File: src/rtl/ctrl_seq_pkg.sv
// Shared types for the multicycle control sequencer.
// Phase encodings are visible on the phase output.
package ctrl_seq_pkg;

  localparam int PHASE_W = 3;

  typedef enum logic [PHASE_W-1:0] {
    IDLE   = 3'd0,
    FETCH  = 3'd1,
    DECODE = 3'd2,
    EXEC   = 3'd3,
    WB     = 3'd4,
    HALTED = 3'd5
  } phase_t;

endpackage

File: src/rtl/seq_step_counter.sv
// Small up-counter with clear, hold and increment.
// Clear wins over hold; hold wins over increment.
module seq_step_counter #(
  parameter int STEP_W = 3
) (
  input  logic              clk,
  input  logic              reset,
  input  logic              clear,
  input  logic              hold,
  input  logic              inc,
  output logic [STEP_W-1:0] count
);

  logic [STEP_W-1:0] count_q;
  logic [STEP_W-1:0] count_d;

  always_comb begin
    count_d = count_q;
    if (clear) begin
      count_d = '0;
    end else if (!hold && inc) begin
      count_d = count_q + STEP_W'(1);
    end
  end

  always_ff @(posedge clk) begin
    if (reset) begin
      count_q <= '0;
    end else begin
      count_q <= count_d;
    end
  end

  assign count = count_q;

endmodule

File: src/rtl/ctrl_sequencer.sv
// Multicycle control sequencer: FETCH, DECODE, variable EXEC, WB,
// with fetch timeout, stall, halt/resume and a retired counter.
module ctrl_sequencer
  import ctrl_seq_pkg::*;
#(
  parameter int MAX_EXEC   = 8,
  parameter int LEN_W      = $clog2(MAX_EXEC + 1),
  parameter int STEP_W     = (MAX_EXEC > 1) ? $clog2(MAX_EXEC) : 1,
  parameter int TIMEOUT    = 15,
  parameter bit CONTINUOUS = 1'b0,
  parameter int COUNT_W    = 16
) (
  input  logic               clk,
  input  logic               reset,
  input  logic               start,
  input  logic               mem_ready,
  input  logic [LEN_W-1:0]   exec_len,
  input  logic               stall,
  input  logic               halt_req,
  input  logic               resume,
  output logic [PHASE_W-1:0] phase,
  output logic [STEP_W-1:0]  step,
  output logic               mem_req,
  output logic               ir_load,
  output logic               exec_en,
  output logic               wb_en,
  output logic               busy,
  output logic [COUNT_W-1:0] instr_count,
  output logic               err_timeout,
  output logic               err_illegal
);

  localparam int WAIT_W = $clog2(TIMEOUT + 1);
  localparam logic [LEN_W-1:0]  MAX_LEN  = LEN_W'(MAX_EXEC);
  localparam logic [WAIT_W-1:0] WAIT_MAX = WAIT_W'(TIMEOUT);

  phase_t             phase_q, phase_d;
  logic [LEN_W-1:0]   len_q, len_d;
  logic [COUNT_W-1:0] cnt_q, cnt_d;
  logic               err_to_q, err_to_d;
  logic               err_il_q, err_il_d;

  logic               step_clr, step_inc;
  logic               wait_clr, wait_inc;
  logic [STEP_W-1:0]  step_q;
  logic [WAIT_W-1:0]  wait_q;
  logic               step_last;

  seq_step_counter #(.STEP_W(STEP_W)) u_step (
    .clk   (clk),
    .reset (reset),
    .clear (step_clr),
    .hold  (stall),
    .inc   (step_inc),
    .count (step_q)
  );

  seq_step_counter #(.STEP_W(WAIT_W)) u_wait (
    .clk   (clk),
    .reset (reset),
    .clear (wait_clr),
    .hold  (1'b0),
    .inc   (wait_inc),
    .count (wait_q)
  );

  assign step_last = (LEN_W'(step_q) + LEN_W'(1)) == len_q;

  always_comb begin
    phase_d  = phase_q;
    len_d    = len_q;
    cnt_d    = cnt_q;
    err_to_d = err_to_q;
    err_il_d = err_il_q;
    step_clr = 1'b0;
    step_inc = 1'b0;
    wait_clr = 1'b0;
    wait_inc = 1'b0;
    unique case (phase_q)
      IDLE: begin
        if (halt_req) begin
          phase_d = HALTED;
        end else if (start) begin
          phase_d  = FETCH;
          wait_clr = 1'b1;
        end
      end
      FETCH: begin
        if (mem_ready) begin
          phase_d = DECODE;
        end else if (wait_q == WAIT_MAX) begin
          phase_d  = HALTED;
          err_to_d = 1'b1;
        end else begin
          wait_inc = 1'b1;
        end
      end
      DECODE: begin
        if (exec_len > MAX_LEN) begin
          phase_d  = HALTED;
          err_il_d = 1'b1;
        end else if (exec_len == '0) begin
          phase_d = WB;
        end else begin
          len_d    = exec_len;
          step_clr = 1'b1;
          phase_d  = EXEC;
        end
      end
      EXEC: begin
        if (!stall) begin
          if (step_last) begin
            step_clr = 1'b1;
            phase_d  = WB;
          end else begin
            step_inc = 1'b1;
          end
        end
      end
      WB: begin
        cnt_d = cnt_q + COUNT_W'(1);
        if (halt_req) begin
          phase_d = HALTED;
        end else if (CONTINUOUS) begin
          phase_d  = FETCH;
          wait_clr = 1'b1;
        end else begin
          phase_d = IDLE;
        end
      end
      HALTED: begin
        if (resume) begin
          phase_d  = IDLE;
          err_to_d = 1'b0;
          err_il_d = 1'b0;
        end
      end
      default: phase_d = IDLE;
    endcase
  end

  always_ff @(posedge clk) begin
    if (reset) begin
      phase_q  <= IDLE;
      len_q    <= '0;
      cnt_q    <= '0;
      err_to_q <= 1'b0;
      err_il_q <= 1'b0;
    end else begin
      phase_q  <= phase_d;
      len_q    <= len_d;
      cnt_q    <= cnt_d;
      err_to_q <= err_to_d;
      err_il_q <= err_il_d;
    end
  end

  assign phase       = phase_q;
  assign step        = step_q;
  assign mem_req     = (phase_q == FETCH);
  assign ir_load     = (phase_q == FETCH) & mem_ready;
  assign exec_en     = (phase_q == EXEC);
  assign wb_en       = (phase_q == WB);
  assign busy        = (phase_q != IDLE) && (phase_q != HALTED);
  assign instr_count = cnt_q;
  assign err_timeout = err_to_q;
  assign err_illegal = err_il_q;

endmodule

File: config.mk
export PLATFORM = sky130hd
export DESIGN_NAME = ctrl_sequencer
export DESIGN_NICKNAME = d
export VERILOG_FILES = /design/src/rtl/ctrl_seq_pkg.sv /design/src/rtl/seq_step_counter.sv /design/src/rtl/ctrl_sequencer.sv
export SDC_FILE = /design/constraint.sdc
export NUM_CORES = 1
export LEC_CHECK = 0
export ABC_CLOCK_PERIOD_IN_PS = 2000
export CORE_ASPECT_RATIO = 0.8
export CORE_MARGIN = 10
export CORE_UTILIZATION = 50
export CTS_BUF_LIST = sky130_fd_sc_hd__clkbuf_4
export DETAILED_ROUTE_END_ITERATION = 6
export PLACE_DENSITY = 0.81
export REMOVE_ABC_BUFFERS = 1
export SYNTH_ARGS = -nofsm -noshare
export SYNTH_HDL_FRONTEND = slang
export SYNTH_SLANG_ARGS = --single-unit
File: constraint.sdc
create_clock -name clk -period 2 [get_ports clk]
set_clock_uncertainty 0.1 [all_clocks]
set_input_delay 0.2 -clock clk [delete_from_list [all_inputs] [get_ports clk]]
set_output_delay 0.2 -clock clk [all_outputs]
set_load 0.01 [all_outputs]
## Yosys cells after proc, flatten, opt, wreduce, memory -nomap -nowiden

Cells that the tools add are included.
W data, S select, Z words.

| word-level totals | value |
|---|---|
| flip-flop bits (word level) | 32 |
| latch bits | 0 |
| memory bits (writable) | 0 |
| bits in read-only memories | 0 |
| input port bits | 11 |
| output and inout bits | 29 |
| word-level logic and storage cells | 76 |
| memories | 0 |

| cells by class | value |
|---|---|
| add/subtract/negate cells | 4 |
| $mul | 0 |
| div/mod/pow operators | 0 |
| order comparisons | 1 |
| equal/unequal tests | 16 |
| shift operators | 0 |
| muxes and demuxes | 31 |
| bitwise operators | 3 |
| reductions and logical operators | 14 |

Operator list:

| cell | count |
|---|---|
| $mux W3 | 10 |
| $pmux W3 S6 | 1 |
| $mux W1 | 17 |
| $add A16 B1 Y16 const B | 1 |
| $ne A2 B2 Y1 const B | 4 |
| $eq A3 B2 Y1 const B | 2 |
| $eq A3 B3 Y1 const B | 2 |
| $ne A3 B3 Y1 const B | 2 |
| $pmux W1 S2 | 3 |
| $reduce_and A3 Y1 | 2 |
| $reduce_and A5 Y1 | 1 |
| $add A3 B1 Y4 const B | 1 |
| $add A4 B1 Y4 const B | 1 |
| $eq A4 B4 Y1 | 1 |
| $eq A4 B4 Y1 const B | 1 |
| $gt A4 B4 Y1 const B | 1 |
| $logic_not A4 Y1 | 1 |
| $ne A2 B1 Y1 const B | 2 |
| $reduce_and A4 Y1 | 1 |
| $reduce_bool A2 Y1 | 2 |
| $reduce_or A2 Y1 | 2 |
| $add A3 B1 Y3 const B | 1 |
| $eq A3 B1 Y1 const B | 1 |
| $logic_not A3 Y1 | 1 |
| other kinds (6) | 8 |

## Longest topological paths before layout

Gate-level depths: netlist of run 1.

| logic depth | value |
|---|---|
| depth after elaboration | 6 |
| mapped depth | 6 |

## Cells and area by module

Synthesis of run 1 repeated with hierarchy kept, for this count alone.

| unflattened totals | value |
|---|---|
| cells, all modules | 190 |
| area total of the unflattened synthesis | 1670.4 sq um |

Modules (own cells, without submodules):

| module | instances | cells an instance | area each (sq um) | seq. area each (sq um) |
|---|---|---|---|---|
| ctrl_sequencer | 1 | 160 | 1342.5 | 500.5 |
| seq_step_counter at u_wait | 1 | 18 | 186.4 | 80.1 |
| seq_step_counter at u_step | 1 | 12 | 141.4 | 60.1 |

## Worst setup path after synthesis of run 1

No wires, ideal clock.

| path | value |
|---|---|
| kind | register -> register |
| start | register phase_q[2], in the netlist phase[2] |
| end | register cnt_q[13], in the netlist instr_count[13] |
| setup time | 0.070 ns |
| arrival time | 1.731 ns |
| data required time | 1.830 ns |
| slack | 0.099 ns |
| cell stages (with the launch flop) | 6 |
| period minus slack after synthesis | 1.901 ns |
| cells stage by stage | dfxtp_1 -> nor3b_4 -> nand4_1 -> buf_2 -> or4_1 -> a21oi_1 |

| between the ends | value |
|---|---|
| longest elaborated chain between the ends | 1 |

Ends and longest elaborated chain:

| what | RTL line | RTL |
|---|---|---|
| start, declared | ctrl_sequencer.sv:37 | `phase_t phase_q, phase_d;` |
| start signal, assigned | ctrl_sequencer.sv:150 | `phase_q <= phase_d;` |
| $eq A3 B3 Y1 | -- |  |
| named net wb_en | ctrl_sequencer.sv:26 | `output logic wb_en,` |
| end signal, assigned | ctrl_sequencer.sv:152 | `cnt_q <= cnt_d;` |
| end, declared | ctrl_sequencer.sv:39 | `logic [COUNT_W-1:0] cnt_q, cnt_d;` |

The timed path passes the listed nets, and every way through them passes these cells.
A chain may end at the register's enable or synchronous reset.

## Worst setup path in the final report of run 1

| path | value |
|---|---|
| start | register u_step.count_q[1], in the netlist u_step.count[1] |
| end | register phase_q[2], in the netlist phase[2] |

| between the ends | value |
|---|---|
| longest elaborated chain between the ends | 4 |

Ends and longest elaborated chain:

| what | RTL line | RTL |
|---|---|---|
| start, declared | seq_step_counter.sv:14 | `logic [STEP_W-1:0] count_q;` |
| start signal, assigned | seq_step_counter.sv:30 | `count_q <= count_d;` |
| $add A3 B1 Y4 | ctrl_sequencer.sv:67 | `assign step_last = (LEN_W'(step_q) + LEN_W'(1)) == len_q;` |
| $eq A4 B4 Y1 | ctrl_sequencer.sv:67 |  |
| $ne A2 B1 Y1 (no source line) | -- |  |
| $reduce_and A5 Y1 (no source line) | -- |  |

No other way between the ends.

==> qor.txt, run 1 <==
Worst-margin pin slew - 0.516 ns
Initial drt markers - 117
Ys flop type - dfxtp_1
Largest net degree at the start of global routing - 28
Clk sink count - 32
Pins over their slew limit - 0
Ports - 40
Critical R2R Launch - u_step.count[1]
Clk_lat worst skew - 0.34 ns
Crit path arrival time - 2.03 ns
Root Driver - clkbuf_4
Crit-path leading delay family - compound AO/OA/AOI/OAI gates
Worst Hold Class - flop to flop
Max Clock Freq - 544 MHz
Post-DR vias/cell - 5.75
Fin. Hold Viols - 0
Worst VDD drop - 0.398 mV
Dpl ws - -0.0279 ns
Multi-input logic area - 930 sq um
Drt pass-1 iters - 4
Worst path cell trace - ha_1 -> xnor2_1 -> o2111ai_1 -> o21ai_1 -> and4b_1
Warnings, synthesis - 0
Yosys reg bits - 32
Nets - 258
Hold buffer count at CTS - 0
Crit-path slowest cell - dfxtp_1
Power Density - 609 nW/um^2
Placed inst area - 2150 sq um
Crit. Startpoint - u_step.count[1]
Core Area - 3110 sq um
Worst Hold Slack - 0.389 ns
Req. time, crit path - 2.19 ns
Layout cells sized above 1 - 11.9%
Register area share after synthesis - 39.3%
Avg Inst Size Synth - 8.57 sq um
Cells after synthesis - 190
Crit end category - flop
Area grow syn2layout - 36.3%
CP Buf/Inv Count - 0
Hold wc startpoint - instr_count[15]
IO buf count - 39
Netlist Area Pre-Place - 1630 sq um
Crit Path Max Fanout - 5
Initial Util - 52.4%
H-tree levels - 2
Fin area - 2220 sq um
CTS buffer count - 5
Wirelength per Cell - 16.1 um
Routed wire length - 4570 um
Final Critical Period - 1.84 ns
DR vias - 1634
Number of global-route vias before repair - 1660
Die Wd - 83.8 um
Outcome - finished clean
Antenna cells - 0
WS Path Type - flop to flop
DIE AREA - 5960 sq um
Die Span Y - 71.1 um
Slowest stage delay, CP - 0.42 ns
Rows - 18
Drc violations - 0
Slew headroom - 65.3%
# setup viols final - 0
DPL Wire Length - 3470 um
Gr ovfl total - 0
Crit share post-route - 91.9%
Crit path launch type - flop
RSZ-0062 raised after global routing - no
Most common cell after layout, fill and taps aside - clkdlybuf4s50_1
Clk pin slew, worst setup/hold paths - 0.10 ns
Storage cell area - 643 sq um
Final Wtd Congestion - 0.858
First-pass GRT wire length - 7930 um
Fraction of registers with async set or reset after synthesis - 0%
EDFF count, synth - 0
Gr usage total - 15.9%
Initial antenna violation count - 0
Most frequent cells in the layout - clkdlybuf4s50_1, dfxtp_1, a21oi_1, nor2_1, buf_4
Setup WS post-layout - 0.163 ns
Max-cap violations - 0
CTS tree - done
Pleak - 0.000854 uW
Yosys cell types - 41
CTS Buffer Depth - 2
Fillers - 250
Final antenna-violating net count - 0
final timing paths:
path | cells after the start | to | slack [ns]
worst max register to register | 5 | phase[2] | 0.16
worst max-delay path | 5 | phase[2] | 0.16
worst min-delay path | 2 | instr_count[15] | 0.39
worst min register to register | 2 | instr_count[15] | 0.39
worst reg2reg max path, stage by stage, from the launching register on:
cell and delay, ns:
dfxtp_1 0.42, ha_1 0.29, xnor2_1 0.23, o2111ai_1 0.24
o21ai_1 0.28, and4b_1 0.23
cells in the mapped netlist (2+ instances only):
| cell | count | area share, % |
|---|---|---|
| dfxtp_1 | 32 | 39 |
| a21oi_1 | 19 | 5.8 |
| nor2_1 | 17 | 3.9 |
| nand2_1 | 13 | 3.0 |
| nand3_1 | 8 | 2.5 |
| o21ai_0 | 8 | 2.5 |
| xor2_1 | 8 | 4.3 |
| inv_1 | 7 | 1.6 |
| or4_1 | 7 | 3.2 |
| clkbuf_1 | 6 | 1.4 |
| o31ai_1 | 6 | 2.8 |
| mux2i_1 | 5 | 3.1 |
| nand4_1 | 5 | 1.9 |
| nor3b_1 | 5 | 2.3 |
| or3_1 | 4 | 1.5 |
| and2_1 | 3 | 1.2 |
| ha_1 | 3 | 2.3 |
| a211oi_1 | 2 | 0.92 |
| a31oi_1 | 2 | 0.77 |
| and3_1 | 2 | 0.77 |
| and4b_1 | 2 | 1.2 |
| buf_2 | 2 | 0.61 |
| nand2b_1 | 2 | 0.77 |
| nor3_1 | 2 | 0.61 |
| o2111ai_1 | 2 | 1.1 |
| or2_2 | 2 | 0.77 |
| xnor2_1 | 2 | 1.1 |
cell type report:
| cell class | count | area share, % |
|---|---|---|
| Clock buffer | 6 | 2.03 |
| Timing Repair Buffer | 55 | 23.4 |
| Sequential cell | 32 | 29.0 |
| Tap cell | 40 | 2.25 |
| Multi-Input combinational cell | 143 | 41.9 |
| Inverter | 7 | 1.18 |
| Clock inverter | 1 | 0.225 |
logic make-up after synthesis:
logic type | count (synthesis) | share of synthesized area (%)
flip-flops | 32 | 39.3
AO/OA/AOI/OAI | 44 | 16.4
AND/OR/NAND/NOR | 79 | 27.8
adder cells (fa/ha/maj) | 3 | 2.30
multiplexers | 6 | 3.76
XOR/XNOR | 11 | 6.76
buffers and inverters | 15 | 3.61
registers in the layout (all words and copies together), names as in the netlist:
name          cells
instr_count      16
len_q             4
u_wait.count      4
phase             3
u_step.count      3
err_illegal       1
err_timeout       1
routing by layer:
layer  global-route usage [%]  wire (um)  vias to the layer above
met2                     25.8       2210                       44
li1                         -          -                      809
met5                        0          0                        -
met1                     18.4       1970                      771
met3                     4.69        273                       10
met4                     8.72        105                        0
power breakdown:
part	switching, uW	internal, uW	total, uW
sequential	24.0	659	683
combinational	153	156	309
clock	217	143	360
stage by stage:
step,instances,power (uW),setup TNS [ns],utilization (%)
after floorplan,182,840,-0.595,-
final,284,1350,0,71.4
after global placement,275,997,0,69.3
after global routing,284,1420,0,71.4
after detailed placement,275,1010,-0.0716,69.3
after CTS,283,1360,0,71.1
timing repair:
item                                    CTS  global route
pin swaps                                 1             0
endpoints found under the setup margin    4             4
hold endpoints to repair                  0             0
buffers inserted                          1             1
gates resized for setup                   6             2
Power figures use the tool's default switching activity.
==> inputs of run 2 (changes only) <==
- GPL_TIMING_DRIVEN: default -> 0
- PLACE_DENSITY: 0.81 -> 0.8
- SYNTH_HIERARCHICAL: default -> 1
==> qor.txt, run 2 <==
Crit path arrival time - 1.64 ns
Internal power - 1050 uW
Register area share after synthesis - 38.4%
Slowest stage delay, CP - 0.53 ns
Max reg flops - 16
Rows - 18
Largest net degree at the start of global routing - 34
WS Path Type - flop to primary output
Non-Filler Instances - 275
Ys flop type - dfxtp_1
Root Driver - clkbuf_4
EDFF count, synth - 0
Drc violations - 0
Nets - 249
Dpl ws - -0.241 ns
Req. time, crit path - 1.70 ns
Layout cells sized above 1 - 14.9%
Fin. Hold Viols - 0
Clock share of power - 24.6%
Final Critical Period - 1.94 ns
Largest cells by area after synthesis - dfxtp_1, nor2_1, xor2_1
Core Area - 3150 sq um
Fraction of registers with async set or reset after synthesis - 0%
Final antenna-violating net count - 0
Max Clock Freq - 517 MHz
Crit share post-route - 96.8%
CTS Buffer Depth - 2
Die Wd - 84.6 um
Gr usage total - 13.6%
DIE AREA - 6070 sq um
Power Density - 659 nW/um^2
Worst path cell trace - nor2b_4 -> and2_1 -> clkdlybuf4s50_1
Initial drt markers - 95
DR vias - 1510
Clk pin slew, worst setup/hold paths - 0.09 ns
Comb power frac - 25.9%
Area grow syn2layout - 36.8%
NetSw - 458 uW
Netlist Area Pre-Place - 1670 sq um
IO buf count - 39
Net Sw Frac - 30.4%
Crit-path slowest cell - clkdlybuf4s50_1
Drt pass-1 iters - 4
Worst-margin pin slew - 1.17 ns
RSZ-0062 raised after global routing - yes
Clk sink count - 32
Avg Inst Size Synth - 8.79 sq um
Synth cell count leaders - dfxtp_1, nor2_1, nand2_1, xor2_1
Outcome - finished clean
Antenna cells - 0
Placed Instances - 263
Die Span Y - 71.7 um
Yosys reg bits - 32
Post-DR vias/cell - 5.49
Crit path launch type - flop
Setup WS post-layout - 0.0645 ns
Synth area leader - dfxtp_1
CTS buffer count - 5
Yosys cell types - 42
Clk_lat worst skew - 0.32 ns
Cells after synthesis - 190
Final Wtd Congestion - 0.821
Routed wire length - 4310 um
DPL Wire Length - 3050 um
Crit end category - primary output
Crit Path Max Fanout - 14
Warnings, synthesis - 6
Pins over their slew limit - 0
Area share of the largest cell type after synthesis - 38.4%
Gr ovfl total - 0
Count leader, synth - dfxtp_1
Initial Util - 53.0%
Sequential Power Share - 49.5%
# setup viols final - 0
CTS tree - done
First-pass GRT wire length - 6960 um
H-tree levels - 2
Wirelength per Cell - 15.7 um
Number of global-route vias before repair - 1447
Most frequent cells in the layout - clkdlybuf4s50_1, nor2_1, dfxtp_1, nand2_1, xor2_1
Slew headroom - 22.0%
Ports - 40
Most common cell after layout, fill and taps aside - clkdlybuf4s50_1
Max-cap violations - 0
Worst Hold Class - flop to flop
Initial antenna violation count - 0
Worst VDD drop - 0.483 mV
Pleak - 0.000892 uW
-- run 2: cell types whose count changed in the layout (fill, tap and decap cells not counted), sizes merged, moves of 4 or more --
| cell | before | now |
|---|---|---|
| a21oi | 19 | 3 |
| buf | 16 | 4 |
| nor2 | 17 | 28 |
| nor3 | 2 | 10 |
| or4 | 7 | 0 |
| xnor2 | 2 | 9 |
| nor2b | 1 | 6 |
| nor3b | 6 | 1 |
| o31ai | 6 | 1 |
| nand3b | 1 | 5 |
| o21ai | 8 | 4 |
-- run 2: cell families (layout without fill, tap and decap cells) --
| family | Yosys count | after routing | synth area share (%) |
|---|---|---|---|
| mux | 8 | 8 | 4.79 |
| fa+ha+maj | 4 | 4 | 3.00 |
| compound gates | 21 | 21 | 8.47 |
| xor+xnor | 20 | 20 | 10.5 |
| other cells | 1 | 2 | 0.225 |
| simple gates | 93 | 93 | 31.8 |
| flops | 32 | 32 | 38.4 |
| buf+inv | 11 | 55 | 2.92 |
-- run 2: stage by stage --
stage / power (uW) / TNS, ns / cell area (sq um) / hold slack, ns / util, %
after global placement: 1110 / -1.03 / 2080 / 0.361 / 66.0
after global routing: 1600 / -0.0836 / 2280 / 0.429 / 72.5
after CTS: 1500 / 0 / 2170 / 0.399 / 68.7
final: 1510 / 0 / 2280 / 0.396 / 72.5
after detailed placement: 1120 / -1.69 / 2080 / 0.382 / 66.0
after floorplan: 947 / 0 / 1640 / 0.169 / -
-- run 2: worst max-delay path, delay by kind of cell, from the launching register on --
kind / cells / cell delay (ns)
DFF: 1 / 0.44
buffers and inverters: 1 / 0.53
and+or+nand+nor: 2 / 0.35
-- run 2: path summary, 6_finish.rpt --
path,start,endpoint,slack (ns),depth (start not counted)
worst max-delay path,phase[0],ir_load,0.06,3
worst min-delay path,u_wait/count[3],u_wait/count[3],0.40,2
worst max register to register,u_step/count[1],u_step/count[1],0.11,9
worst min register to register,u_wait/count[3],u_wait/count[3],0.40,2
-- run 2: cell type report --
class	count	area, sq um
multi-input cells	148	1090
inverters	4	15.0
clock inverters	1	3.75
flip-flops and latches	32	657
clock buffers	7	52.6
fillers	233	868
repair buffers	43	418
well taps	40	50.0
-- run 2: per-layer routing --
layer | up-vias | track usage [%] | wire (um)
li1 | 757 | - | -
met2 | 33 | 23.5 | 2290
met4 | 0 | 4.01 | 58
met1 | 713 | 15.3 | 1700
met5 | - | 0 | 0
met3 | 7 | 5.20 | 259
-- run 2: what timing repair did --
| item | in CTS | in global routing |
|---|---|---|
| hold buffers | 0 | 0 |
| pin swaps | 2 | 2 |
| endpoints found under the setup margin | 13 | 11 |
| setup buffers | 1 | 3 |
| gates resized for setup | 14 | 17 |
-- run 2: power groups by stage --
stage / Combinational [uW] / Clock (uW) / Sequential [uW]
after CTS: 378 / 379 / 746
final: 390 / 370 / 746
after floorplan: 200 / 0 / 747
after global routing: 428 / 414 / 758
after global placement: 361 / 0 / 752
after detailed placement: 370 / 0 / 752
==> inputs of run 3 (changes only) <==
- ABC_CLOCK_PERIOD_IN_PS: 2000 -> default
- CORE_UTILIZATION: 50 -> 28
- PLACE_DENSITY: 0.8 -> 0.5
==> qor.txt, run 3 (synthesis results as in run 2) <==
Max reg flops - 16
Worst Hold Class - flop to flop
DIE AREA - 9470 sq um
WS Path Type - flop to primary output
Ports - 40
Crit Path Max Fanout - 19
Initial Util - 28.6%
DR vias - 1492
Crit share post-route - 95.4%
Final antenna-violating net count - 0
Max-cap violations - 0
Worst Hold Path Cells - 2
Final Critical Period - 1.91 ns
R2r endpoint - instr_count[15]
Hold wc startpoint - u_wait/count[3]
Largest net degree at the start of global routing - 34
Gr usage total - 9.07%
Post-DR vias/cell - 4.68
Most common cell after layout, fill and taps aside - clkdlybuf4s50_1
Fin. Hold Viols - 0
Layout cells sized above 1 - 15.1%
Initial antenna violation count - 0
Clk_lat worst skew - 0.32 ns
Most frequent cells in the layout - clkdlybuf4s50_1, nor2_1, dfxtp_1, nand2_1, xor2_1
Dpl ws - -0.280 ns
Drc violations - 0
Crit-path slowest cell - clkdlybuf4s50_1
Worst VDD drop - 0.231 mV
Crit end category - primary output
H-tree levels - 2
Power Density - 648 nW/um^2
Req. time, crit path - 1.70 ns
Max Clock Freq - 524 MHz
Critical R2R Launch - phase[2]
Hold endpoint - u_wait/count[3]
Drt pass-1 iters - 4
Clk pin slew, worst setup/hold paths - 0.10 ns
Die Wd - 106 um
Pins over their slew limit - 0
Crit-path leading delay family - buffers and inverters
Fillers - 635
Antenna cells - 0
Fin util - 39.7%
Core Area - 5850 sq um
Crit path arrival time - 1.61 ns
Crit path launch type - flop
CTS buffer count - 5
Worst-margin pin slew - 1.28 ns
Pleak - 0.000883 uW
Setup WS post-layout - 0.0923 ns
Rows - 25
Routed wire length - 4290 um
Nets - 253
Die Span Y - 89.1 um
R2R Setup Slk - 0.14 ns
Non-Filler Instances - 319
CP Buf/Inv Count - 1
R2R cell count - 6
Placed Instances - 304
CTS Buffer Depth - 2
Slowest stage delay, CP - 0.53 ns
CTS tree - done
Clk sink count - 32
# setup viols final - 0
Gr ovfl total - 0
DPL Wire Length - 3040 um
Hold buffer count at CTS - 0
Outcome - finished clean
Wirelength per Cell - 13.4 um
Worst path cell trace - nor2b_2 -> and2_1 -> clkdlybuf4s50_1
Root Driver - clkbuf_4
Slew headroom - 14.3%
Initial drt markers - 28
Number of global-route vias before repair - 1378
IO buf count - 39
Area grow syn2layout - 39.0%
First-pass GRT wire length - 6890 um
Final Wtd Congestion - 0.743
-- run 3: layout make-up --
cell class | count | area (sq um) | area share, %
Multi-Input combinational cell | 148 | 1050 | 45.4
Clock buffer | 5 | 37.5 | 1.62
Clock inverter | 2 | 7.51 | 0.323
Inverter | 4 | 15.0 | 0.647
Sequential cell | 32 | 659 | 28.4
Tap cell | 81 | 101 | 4.37
Timing Repair Buffer | 47 | 447 | 19.2
-- run 3: worst max path at each step --
stage	start	endpoint	slack [ns]	cells after the start
5_1_grt	phase[2]	instr_count[15]	-0.003	6
2_1_floorplan	u_step/count[0]	u_step/count[1]	0.04	9
3_5_place_dp	exec_len[0]	u_step/count[1]	-0.28	6
3_3_place_gp	exec_len[0]	u_step/count[1]	-0.29	6
4_1_cts	u_step/count[0]	u_step/count[1]	-0.002	9
6_report	phase[1]	ir_load	0.09	3
-- run 3: metrics by stage --
stage / area (sq um) / setup TNS [ns] / power [uW] / hold WS [ns]
2_1_floorplan: 1640 / 0 / 947 / 0.169
3_3_place_gp: 2130 / -2.79 / 1130 / 0.362
5_1_grt: 2320 / -0.00298 / 1610 / 0.430
3_5_place_dp: 2130 / -2.63 / 1130 / 0.379
4_1_cts: 2220 / -0.00245 / 1500 / 0.394
6_report: 2320 / 0 / 1510 / 0.391
-- run 3: worst reg2reg max path: cells and delay by family, from the launching register on --
kind                      cells  cell delay (ns)
xor gates and xnor gates      1             0.16
buffers and inverters         1             0.17
and+or+nand+nor               4             0.84
DFF                           1             0.46
-- run 3: timing repair --
| item | in CTS | in global routing |
|---|---|---|
| resized for setup | 20 | 9 |
| pin swaps | 2 | 3 |
| endpoints found under the setup margin | 18 | 12 |
| endpoints found under the hold margin | 0 | 0 |
| setup buffers | 1 | 7 |
-- run 3: power breakdown --
group,total [uW],switching [uW],internal (uW)
clock network,342,219,123
logic,417,185,232
registers,746,75.9,670
total,1510,481,1020
-- run 3: layer usage --
metal	GRT usage, %	part of all wire, %	up-vias
met2	12.8	42	26
met3	3.60	5.6	7
met5	0	0	-
li1	-	-	762
met4	3.31	1.3	0
met1	12.1	51	697
